[src/rtl/nim_pkg.sv]
`default_nettype none
// ============================================================================
// Module   : nim_pkg
// Brief    : Shared state encoding and move helper for the Nim game block.
//            NIM_MISERE_EN selects misere play (taker of the last counter loses).
// Revision : 1.0 - initial release
// ============================================================================
package nim_pkg;

  // FSM state encoding shared by the game controller and its test bench
  typedef logic [1:0] nim_state_t;

  localparam nim_state_t c_st_load = 2'd0;
  localparam nim_state_t c_st_env  = 2'd1;
  localparam nim_state_t c_st_sys  = 2'd2;
  localparam nim_state_t c_st_done = 2'd3;

  // Play mode: outcome when a side is left facing all-empty piles
`ifdef NIM_MISERE_EN
  localparam logic c_misere = 1'b1;
`else
  localparam logic c_misere = 1'b0;
`endif

  // A pile is a candidate for the XOR move when folding the nim-sum
  // into it strictly shrinks it (i.e. the move removes counters).
  function automatic logic reduces_pile(input logic [31:0] pile,
                                        input logic [31:0] nimsum);
    return (pile ^ nimsum) < pile;
  endfunction

endpackage
`default_nettype wire

[src/rtl/nim_strategy.sv]
`default_nettype none
// ============================================================================
// Module   : nim_strategy
// Brief    : Combinational position evaluator. Takes all pile counts and
//            returns the system's chosen move plus a "mover wins" flag.
//            NIM_MISERE_EN adds the misere end-game rules on top of the
//            XOR / first-fit strategy.
// Revision : 1.0 - initial release
// ============================================================================
module nim_strategy
  import nim_pkg::*;
#(
  parameter int NPILE = 4,
  parameter int CNTW  = 4,
  parameter int COLW  = $clog2(NPILE)
) (
  input  logic [NPILE*CNTW-1:0] piles,
  output logic [COLW-1:0]       move_col,
  output logic [CNTW-1:0]       move_num,
  output logic                  mover_wins,
  output logic                  all_empty
);

  logic [CNTW-1:0] w_p [NPILE];
  logic [CNTW-1:0] w_x;
  logic [COLW-1:0] w_n_col;
  logic [CNTW-1:0] w_n_num;
  logic            w_found;

  // Unpack the flat pile bus into an indexable array
  for (genvar gi = 0; gi < NPILE; gi++) begin : g_unpack
    assign w_p[gi] = piles[gi*CNTW +: CNTW];
  end

  // Nim-sum of all piles and the empty-board detector
  always_comb begin
    w_x       = '0;
    all_empty = 1'b1;
    for (int i = 0; i < NPILE; i++) begin
      w_x = w_x ^ w_p[i];
      if (w_p[i] != '0) all_empty = 1'b0;
    end
  end

  // Normal-play move: reach a zero nim-sum if possible, else stall by one
  always_comb begin
    w_n_col = '0;
    w_n_num = '0;
    w_found = 1'b0;
    if (w_x != '0) begin
      for (int i = 0; i < NPILE; i++) begin
        if (!w_found && reduces_pile(32'(w_p[i]), 32'(w_x))) begin
          w_found = 1'b1;
          w_n_col = COLW'(i);
          w_n_num = w_p[i] - (w_p[i] ^ w_x);
        end
      end
    end else begin
      for (int i = 0; i < NPILE; i++) begin
        if (!w_found && (w_p[i] != '0)) begin
          w_found = 1'b1;
          w_n_col = COLW'(i);
          w_n_num = CNTW'(1);
        end
      end
    end
  end

`ifdef NIM_MISERE_EN
  localparam int CNTN = COLW + 1;

  logic [CNTN-1:0] w_nbig;
  logic [CNTN-1:0] w_nones;
  logic [COLW-1:0] w_big_col;
  logic [CNTW-1:0] w_big_val;
  logic [COLW-1:0] w_one_col;
  logic            w_one_found;

  // Census of piles larger than one and of single-counter piles
  always_comb begin
    w_nbig      = '0;
    w_nones     = '0;
    w_big_col   = '0;
    w_big_val   = '0;
    w_one_col   = '0;
    w_one_found = 1'b0;
    for (int i = 0; i < NPILE; i++) begin
      if (w_p[i] > CNTW'(1)) begin
        w_nbig    = w_nbig + CNTN'(1);
        w_big_col = COLW'(i);
        w_big_val = w_p[i];
      end else if (w_p[i] == CNTW'(1)) begin
        w_nones = w_nones + CNTN'(1);
        if (!w_one_found) begin
          w_one_found = 1'b1;
          w_one_col   = COLW'(i);
        end
      end
    end
  end
`endif

  // Final move selection; misere end-game overrides the XOR move
  always_comb begin
    move_col   = w_n_col;
    move_num   = w_n_num;
    mover_wins = (w_x != '0);
`ifdef NIM_MISERE_EN
    if (w_nbig == CNTN'(1)) begin
      // Leave an odd number of single-counter piles behind
      move_col   = w_big_col;
      move_num   = w_nones[0] ? w_big_val : (w_big_val - CNTW'(1));
      mover_wins = 1'b1;
    end else if (w_nbig == '0) begin
      move_col   = w_one_col;
      move_num   = w_one_found ? CNTW'(1) : '0;
      mover_wins = ~w_nones[0];
    end
`endif
  end

endmodule
`default_nettype wire

[src/rtl/nim_game.sv]
`default_nettype none
// ============================================================================
// Module   : nim_game
// Brief    : Nim game controller. Loads pile counts, validates environment
//            moves, answers each legal move with a system move and reports
//            the outcome. NIM_MISERE_EN selects misere play.
// Revision : 1.0 - initial release
// ============================================================================
module nim_game
  import nim_pkg::*;
#(
  parameter int NPILE = 4,
  parameter int CNTW  = 4,
  parameter int COLW  = $clog2(NPILE)
) (
  input  logic            clock,
  input  logic            reset_n,
  input  logic            start,
  input  logic            in_valid,
  output logic            in_ready,
  input  logic [COLW-1:0] col,
  input  logic [CNTW-1:0] num,
  output logic            sys_valid,
  output logic [COLW-1:0] sys_col,
  output logic [CNTW-1:0] sys_num,
  output logic            illegal,
  output logic            winning,
  output logic            win,
  output logic            lose
);

  nim_state_t              r_state;
  logic [COLW-1:0]         r_k;
  logic [CNTW-1:0]         r_pile [NPILE];
  logic                    r_env_won;

  logic [NPILE*CNTW-1:0]   w_piles_flat;
  logic [COLW-1:0]         w_move_col;
  logic [CNTW-1:0]         w_move_num;
  logic                    w_mover_wins;
  logic                    w_all_empty;
  logic                    w_hs;
  logic                    w_col_ok;
  logic [CNTW-1:0]         w_sel;
  logic                    w_legal;
  logic                    w_env_take;

  // Flatten the pile registers for the strategy evaluator
  for (genvar gi = 0; gi < NPILE; gi++) begin : g_flat
    assign w_piles_flat[gi*CNTW +: CNTW] = r_pile[gi];
  end

  nim_strategy #(
    .NPILE (NPILE),
    .CNTW  (CNTW),
    .COLW  (COLW)
  ) u_strategy (
    .piles      (w_piles_flat),
    .move_col   (w_move_col),
    .move_num   (w_move_num),
    .mover_wins (w_mover_wins),
    .all_empty  (w_all_empty)
  );

  // Handshake and environment-move legality
  always_comb begin
    in_ready   = (r_state == c_st_load) || (r_state == c_st_env);
    w_hs       = in_valid && in_ready;
    w_col_ok   = 32'(col) < NPILE;
    w_sel      = w_col_ok ? r_pile[col] : '0;
    w_legal    = w_col_ok && (num != '0) && (num <= w_sel);
    w_env_take = (r_state == c_st_env) && w_hs && w_legal && !w_all_empty;
  end

  // Status outputs; move fields read as zero unless the move is presented
  always_comb begin
    sys_valid = (r_state == c_st_sys) && !w_all_empty;
    sys_col   = sys_valid ? w_move_col : '0;
    sys_num   = sys_valid ? w_move_num : '0;
    illegal   = (r_state == c_st_env) && w_hs && !w_legal && !w_all_empty;
    winning   = (r_state == c_st_env) && w_mover_wins;
    win       = (r_state == c_st_done) && r_env_won;
    lose      = (r_state == c_st_done) && !r_env_won;
  end

  // Game sequencing: load beats, environment turn, system turn, result
  always_ff @(posedge clock or negedge reset_n) begin
    if (!reset_n) begin
      r_state   <= c_st_load;
      r_k       <= '0;
      r_env_won <= 1'b0;
    end else begin
      case (r_state)
        c_st_load: begin
          if (w_hs) begin
            if (r_k == COLW'(NPILE - 1)) begin
              r_k     <= '0;
              r_state <= c_st_env;
            end else begin
              r_k <= r_k + COLW'(1);
            end
          end
        end
        c_st_env: begin
          if (w_all_empty) begin
            // Environment faces an empty board: normal loses, misere wins
            r_env_won <= c_misere;
            r_state   <= c_st_done;
          end else if (w_env_take) begin
            r_state <= c_st_sys;
          end
        end
        c_st_sys: begin
          if (w_all_empty) begin
            // Environment took the last counter
            r_env_won <= ~c_misere;
            r_state   <= c_st_done;
          end else begin
            r_state <= c_st_env;
          end
        end
        default: begin
          if (start) begin
            r_k     <= '0;
            r_state <= c_st_load;
          end
        end
      endcase
    end
  end

  // Pile storage: load beats, legal environment moves, system moves
  always_ff @(posedge clock or negedge reset_n) begin
    if (!reset_n) begin
      for (int i = 0; i < NPILE; i++) r_pile[i] <= '0;
    end else if ((r_state == c_st_load) && w_hs) begin
      r_pile[r_k] <= num;
    end else if (w_env_take) begin
      r_pile[col] <= w_sel - num;
    end else if (sys_valid) begin
      r_pile[w_move_col] <= r_pile[w_move_col] - w_move_num;
    end
  end

endmodule
`default_nettype wire
[config.mk]
export PLATFORM = sky130hd
export DESIGN_NAME = nim_game
export DESIGN_NICKNAME = d
export VERILOG_FILES = /design/src/rtl/nim_pkg.sv /design/src/rtl/nim_strategy.sv /design/src/rtl/nim_game.sv
export SDC_FILE = /design/constraint.sdc
export NUM_CORES = 1
export LEC_CHECK = 0
export CELL_PAD_IN_SITES_DETAIL_PLACEMENT = 0
export CELL_PAD_IN_SITES_GLOBAL_PLACEMENT = 2
export CORE_UTILIZATION = 38
export CTS_BUF_LIST = sky130_fd_sc_hd__clkbuf_16
export CTS_CLUSTER_DIAMETER = 50
export DETAILED_ROUTE_END_ITERATION = 16
export GPL_TIMING_DRIVEN = 0
export PLACE_DENSITY_LB_ADDON = 0.08
export SYNTH_ARGS = -nofsm -noshare
export SYNTH_HDL_FRONTEND = slang
export SYNTH_SLANG_ARGS = --single-unit
[constraint.sdc]
create_clock -name clock -period 6.04 [get_ports clock]
set_clock_uncertainty 0.1 [all_clocks]
set_input_delay 1.208 -clock clock [delete_from_list [all_inputs] [get_ports clock]]
set_output_delay 1.208 -clock clock [all_outputs]
set_load 0.05 [all_outputs]
### Yosys cells after proc, flatten, opt, wreduce, memory -nomap -nowiden

Index checks and enable logic that the tools add are counted.

* add/subtract/negate cells: 7
* magnitude comparators: 11
* equality and inequality tests: 9
* muxes and demuxes: 65
* bitwise logic cells: 15
* reduce and logical (&&, ||, !) cells: 46

Operators by type and width (number)
* $lt A32 B4 Y1: 4
* $mux W4: 13
* $bwmux W16: 3
* $mux W16: 3
* $xor A4 B4 Y4: 11
* $mux W2: 14
* $reduce_bool A4 Y1: 7
* $demux W4 S2: 3
* $mux W1: 24
* $sub A4 B4 Y4: 6
* $logic_and A1 B1 Y1: 21
* $bmux W4 S2: 2
* $ge A3 B3 Y1 const B: 3
* $logic_not A1 Y1: 9
* $lt A3 B1 Y1 const B: 3
* $not A2 Y3: 3
* $eq A2 B2 Y1 const B: 3
* $ne A2 B2 Y1 const B: 3
* $pmux W2 S3: 1
* $reduce_and A3 Y1: 2
* $le A4 B4 Y1: 1
* $pmux W2 S2: 1
* $reduce_and A4 Y1: 1
* $reduce_bool A2 Y1: 2
* other kinds (10): 10

* flip-flop bits (word level): 21
* word-level logic and storage cells: 160

### Logic depth before layout (Yosys ltp)

* word-level depth: 28
* mapped depth: 22

### Cells and area by module

From an unflattened synthesis, not the netlist that was laid out.

* cell total of the unflattened synthesis: 384
* area, all modules: 3286.9 um2

By module, submodules not included
* nim_game: times used 1, cells an instance 244, area each 2193.4 um2, seq. area each 525.5 um2
* nim_strategy: times used 1, cells an instance 140, area each 1093.5 um2, seq. area each 0.0 um2

### Least setup slack after synthesis

OpenSTA, ideal clock, no wires.

* path kind: input -> output
* from: input col[0]
* to: output illegal
* arrival time: 3.730 ns
* required time: 4.732 ns
* path slack: 1.002 ns
* cell stages on the path: 11
* cells stage by stage: clkbuf_1 mux4_2 inv_1 ha_1 inv_1 fa_1 a21oi_1 o21ai_0 nand2_1 nand2_1 nor2_1

* cells in the longest elaborated chain, start to end: 9

Ends and longest elaborated chain
* from (decl): RTL line nim_game.sv:21 `input logic [COLW-1:0] col,`
* $not A2 Y3 (implied by the code): RTL line nim_game.sv:70 `w_sel = w_col_ok ? r_pile[col] : '0;`
* $bmux W4 S2: RTL line nim_game.sv:70
* $mux W4 (implied by the code) (2 in a row): RTL line nim_game.sv:70
* $le A4 B4 Y1: RTL line nim_game.sv:71 `w_legal = w_col_ok && (num != '0) && (num <= w_sel);`
* $logic_and A1 B1 Y1: RTL line nim_game.sv:71
* $logic_not A1 Y1: RTL line nim_game.sv:80 `illegal = (r_state == c_st_env) && w_hs && !w_legal && !w_all_empty;`
* $logic_and A1 B1 Y1 (2 in a row): RTL line nim_game.sv:80
* to (decl): RTL line nim_game.sv:26 `output logic illegal,`

No other way between the ends. The select of a mux whose other input is x is not followed.

### Worst setup path after layout

* from: register r_pile[10] (netlist bit)
* to: output sys_col[0]

* cells in the longest elaborated chain, start to end: 20
* elaborated cells on any way between the ends: 47
* those cells by class: order compare (4); mux (21); bitwise (7); reduce/logical (15)

Ends and longest elaborated chain
* from (decl): RTL line nim_game.sv:34 `logic [CNTW-1:0] r_pile [NPILE];`
* from (signal, indexed assignment): RTL line nim_game.sv:137 `r_pile[r_k] <= num;`
* from (signal, indexed assignment): RTL line nim_game.sv:139 `r_pile[col] <= w_sel - num;`
* from (signal, indexed assignment): RTL line nim_game.sv:141 `r_pile[w_move_col] <= r_pile[w_move_col] - w_move_num;`
* $xor A4 B4 Y4 (3 in a row): RTL line nim_strategy.sv:40 `w_x = w_x ^ w_p[i];`
* $xor A4 B4 Y4: RTL line nim_pkg.sv:29 `return (pile ^ nimsum) < pile;`
* $lt A32 B4 Y1: RTL line nim_pkg.sv:29
* $mux W1: RTL line nim_strategy.sv:52 `if (!w_found && reduces_pile(32'(w_p[i]), 32'(w_x))) begin`
* $mux W1: RTL line nim_strategy.sv:50 `if (w_x != '0) begin`
* $logic_not A1 Y1: RTL line nim_strategy.sv:52
* $logic_and A1 B1 Y1: RTL line nim_strategy.sv:52
* $mux W1: RTL line nim_strategy.sv:52
* (+2 left out)
* $logic_and A1 B1 Y1: RTL line nim_strategy.sv:52
* $mux W1: RTL line nim_strategy.sv:52
* $mux W1: RTL line nim_strategy.sv:50
* $logic_not A1 Y1: RTL line nim_strategy.sv:52
* $logic_and A1 B1 Y1: RTL line nim_strategy.sv:52
* $mux W2: RTL line nim_strategy.sv:52
* $mux W2: RTL line nim_strategy.sv:50
* $mux W2 *: RTL line nim_game.sv:78 `sys_col = sys_valid ? w_move_col : '0;`
* to (decl): RTL line nim_game.sv:24 `output logic [COLW-1:0] sys_col,`

Mark *: on every way between the ends. The rest lies on a longest branch, timed or not. The select of a mux whose other input is x is not followed.

==> out/results.ini <==
[status]
outcome = complete, no violations

[global_routing]
grt_pass1_vias = 3203
grt_overflow = 0
antenna_found_initial = 0
grt_pass1_wl_um = 17800
grt_max_degree = 22
gr-usage-all-layers_pct = 24.1

[timing]
layout_worst_path_cycle_share_pct = 96.0
setup_viol = 0
layout_min_cycle_time_ns = 5.80
fmax_ghz = 0.173
rsz0062_at_grt = no
tns_ns = 0
finalHoldViolations = 0
timing.hold.ws_ns = 0.474
slew_viol_final = 0
worst_slew_margin_rel_pct = 27.9
tightest_slew_ns = 1.08

[clocking]
h-tree-depth = 1
root_buffer = clkbuf_16
path_clk_slew_ns = 0.06
cts_buffer_depth = 2
worstSkewPairLatency_ns = 0.26
cts.sinks = 21
hold_buffers = 0
cts_tree = built
cts_buffers = 3

[synth]
yosysTopAreaCell = dfrtp_1
synthArstFlopShare_pct = 100
syn_inst = 408
synthTopCellsByCount = 34 x inv_1, 32 x ha_1, 31 x nand2_1, 26 x nor2_1
synth_fp_nets = 452
ys_types = 72
yosysMostFrequentCell = inv_1
syn_area_per_cell_um2 = 8.43
synth_top_cell_area_share_pct = 15.3
synthFlopType = dfrtp_1
yosys_warnings = 0
synth-seq-cells = 21
synthTopCellsByArea = dfrtp_1 15%, ha_1 12%, xnor2_1 4.1%
synth_edf_count = 0
netlist_area_mm2 = 0.00344
ys_seq_area_share_pct = 15.3

[finish]
n_antenna_cell = 0
fin_nets = 474
fin_area_mm2 = 0.00386
fillers = 925
stdcell_count = 537
syn_to_final_growth_pct = 12.1
drive_gt1_share_pct = 13.1

[worst_setup_path]
critPathRequiredTime_ns = 4.73
setup.worst_path.class = reg -> out
ff2ff_setup_slack_ns = 0.65
r2r_cells = 20
r2r_start = r_pile[10]
cp_max_fo = 11
r2r-end = r_pile[15]
worstPathArrival_ns = 4.49
startpoint_type = flop
endpoint_kind = primary output

[placement]
post-dp-hpwl_um = 8920
dp_cells = 535
gp_congestion = 0.829
portBuffers = 19
placed_cell_area_mm2 = 0.00376

[route]
wl_um = 11100
route.met2.wl_um = 5670
postRouteAntennaNets = 0
wl_met3_um = 377
num_vias = 3215
drtIter0Drc = 253
wl_per_cell_um = 20.7
drc = 0
top_layer_used = met4
drt-pass1-iter-count = 5
vias_per_cell = 5.99
met1_length_um = 4970

[min_path]
holdPathStages = 1
min_to = r_k[1]
hold_class = reg -> reg
hp-start = r_k[1]

[die]
core_area_mm2 = 0.00876
dieArea_mm2 = 0.00944
dieWidth_um = 97.1
row_count = 34
fp.dieH_um = 97.1
ioPinCount = 22
start_util_pct = 39.2

[job]
maxCapViolations = 0

[worst max-delay path, stage by stage, from the launching register on]
cell and delay (ns):
dfrtp_1 0.35, buf_2 0.20, xnor2_1 0.17, xnor2_1 0.14
ha_1 0.51, inv_1 0.17, ha_1 0.35, xor2_1 0.26
a31oi_1 0.21, nand2_1 0.12, o22ai_2 0.13, o31ai_1 0.48
buf_2 0.35, nor2_1 0.08, clkdlybuf4s50_1 0.72
[worst max-delay path by stage]
stage / to / slack, ns / from
4_1_cts: sys_col[1] / 0.03 / r_pile[10]
3_3_place_gp: sys_col[1] / 0.1 / r_pile[10]
6_report: sys_col[0] / 0.24 / r_pile[10]
2_1_floorplan: illegal / 1.00 / col[0]
3_5_place_dp: sys_col[1] / 0.14 / r_pile[10]
5_1_grt: sys_col[0] / 0.005 / r_pile[10]
[cells in the final DEF, fill, tap and decap left out, types with 4 or more instances in the layout]
master	count
a211oi_1	5
or4_1	4
buf_2	9
and2_1	4
a31oi_1	7
nor3_1	5
mux2_1	5
nor2_1	26
o211ai_1	4
nor4_1	5
clkbuf_1	10
nand3_1	8
mux4_2	4
a22oi_1	9
dfrtp_1	21
xnor2_1	16
nand4_1	6
dlymetal6s2s_1	5
o21ai_0	21
a21o_1	4
mux2i_1	8
o31ai_1	8
xor2_1	11
a32oi_1	8
clkdlybuf4s50_1	14
mux2_2	5
inv_1	34
nand2b_1	7
ha_1	32
nand2_1	31
a21oi_1	15
[final cells by class]
class                           instances  area [um^2]  share of cell area, %
Inverter                               34          128                   3.31
Clock buffer                            3         75.1                   1.95
Multi-Input combinational cell        329         2690                   69.6
Buffer                                 22          101                   2.63
Clock inverter                          1         5.00                  0.130
Timing Repair Buffer                   19          203                   5.25
Tap cell                              108          135                   3.50
Sequential cell                        21          526                   13.6
[cells by family after synthesis]
kind of cell               share of synthesized area (%)
AOI/OAI and AO/OA                                   27.8
xor gates and xnor gates                            12.0
adders and majority gates                           13.1
buffers and inverters                               6.87
DFF                                                 15.3
muxes                                               8.22
and+or+nand+nor                                     16.7
[routing by layer]
metal | global-route usage, % | up-vias
met4 | 4.82 | 0
met2 | 44.5 | 74
li1 | - | 1557
met1 | 30.7 | 1578
met5 | 0 | -
met3 | 1.51 | 6
[through the flow]
step	setup slack, ns	utilization [%]
after floorplan	1.00	-
after global placement	0.0958	43.0
after detailed placement	0.141	43.0
after CTS	0.0259	43.9
after global routing	0.00518	44.0
final	0.243	44.0
[sequential cells by signal (all words and copies together), names as in the netlist]
name / cells
r_env_won: 1
r_state: 2
r_pile: 16
r_k: 2
[repair_timing]
action,CTS,global route
setup endpoints to repair,3,6
gates resized for setup,1,6
setup buffers,0,0
Power is not shown: default switching activity piles up to over one toggle a cycle in this logic, so the estimate is an artifact.
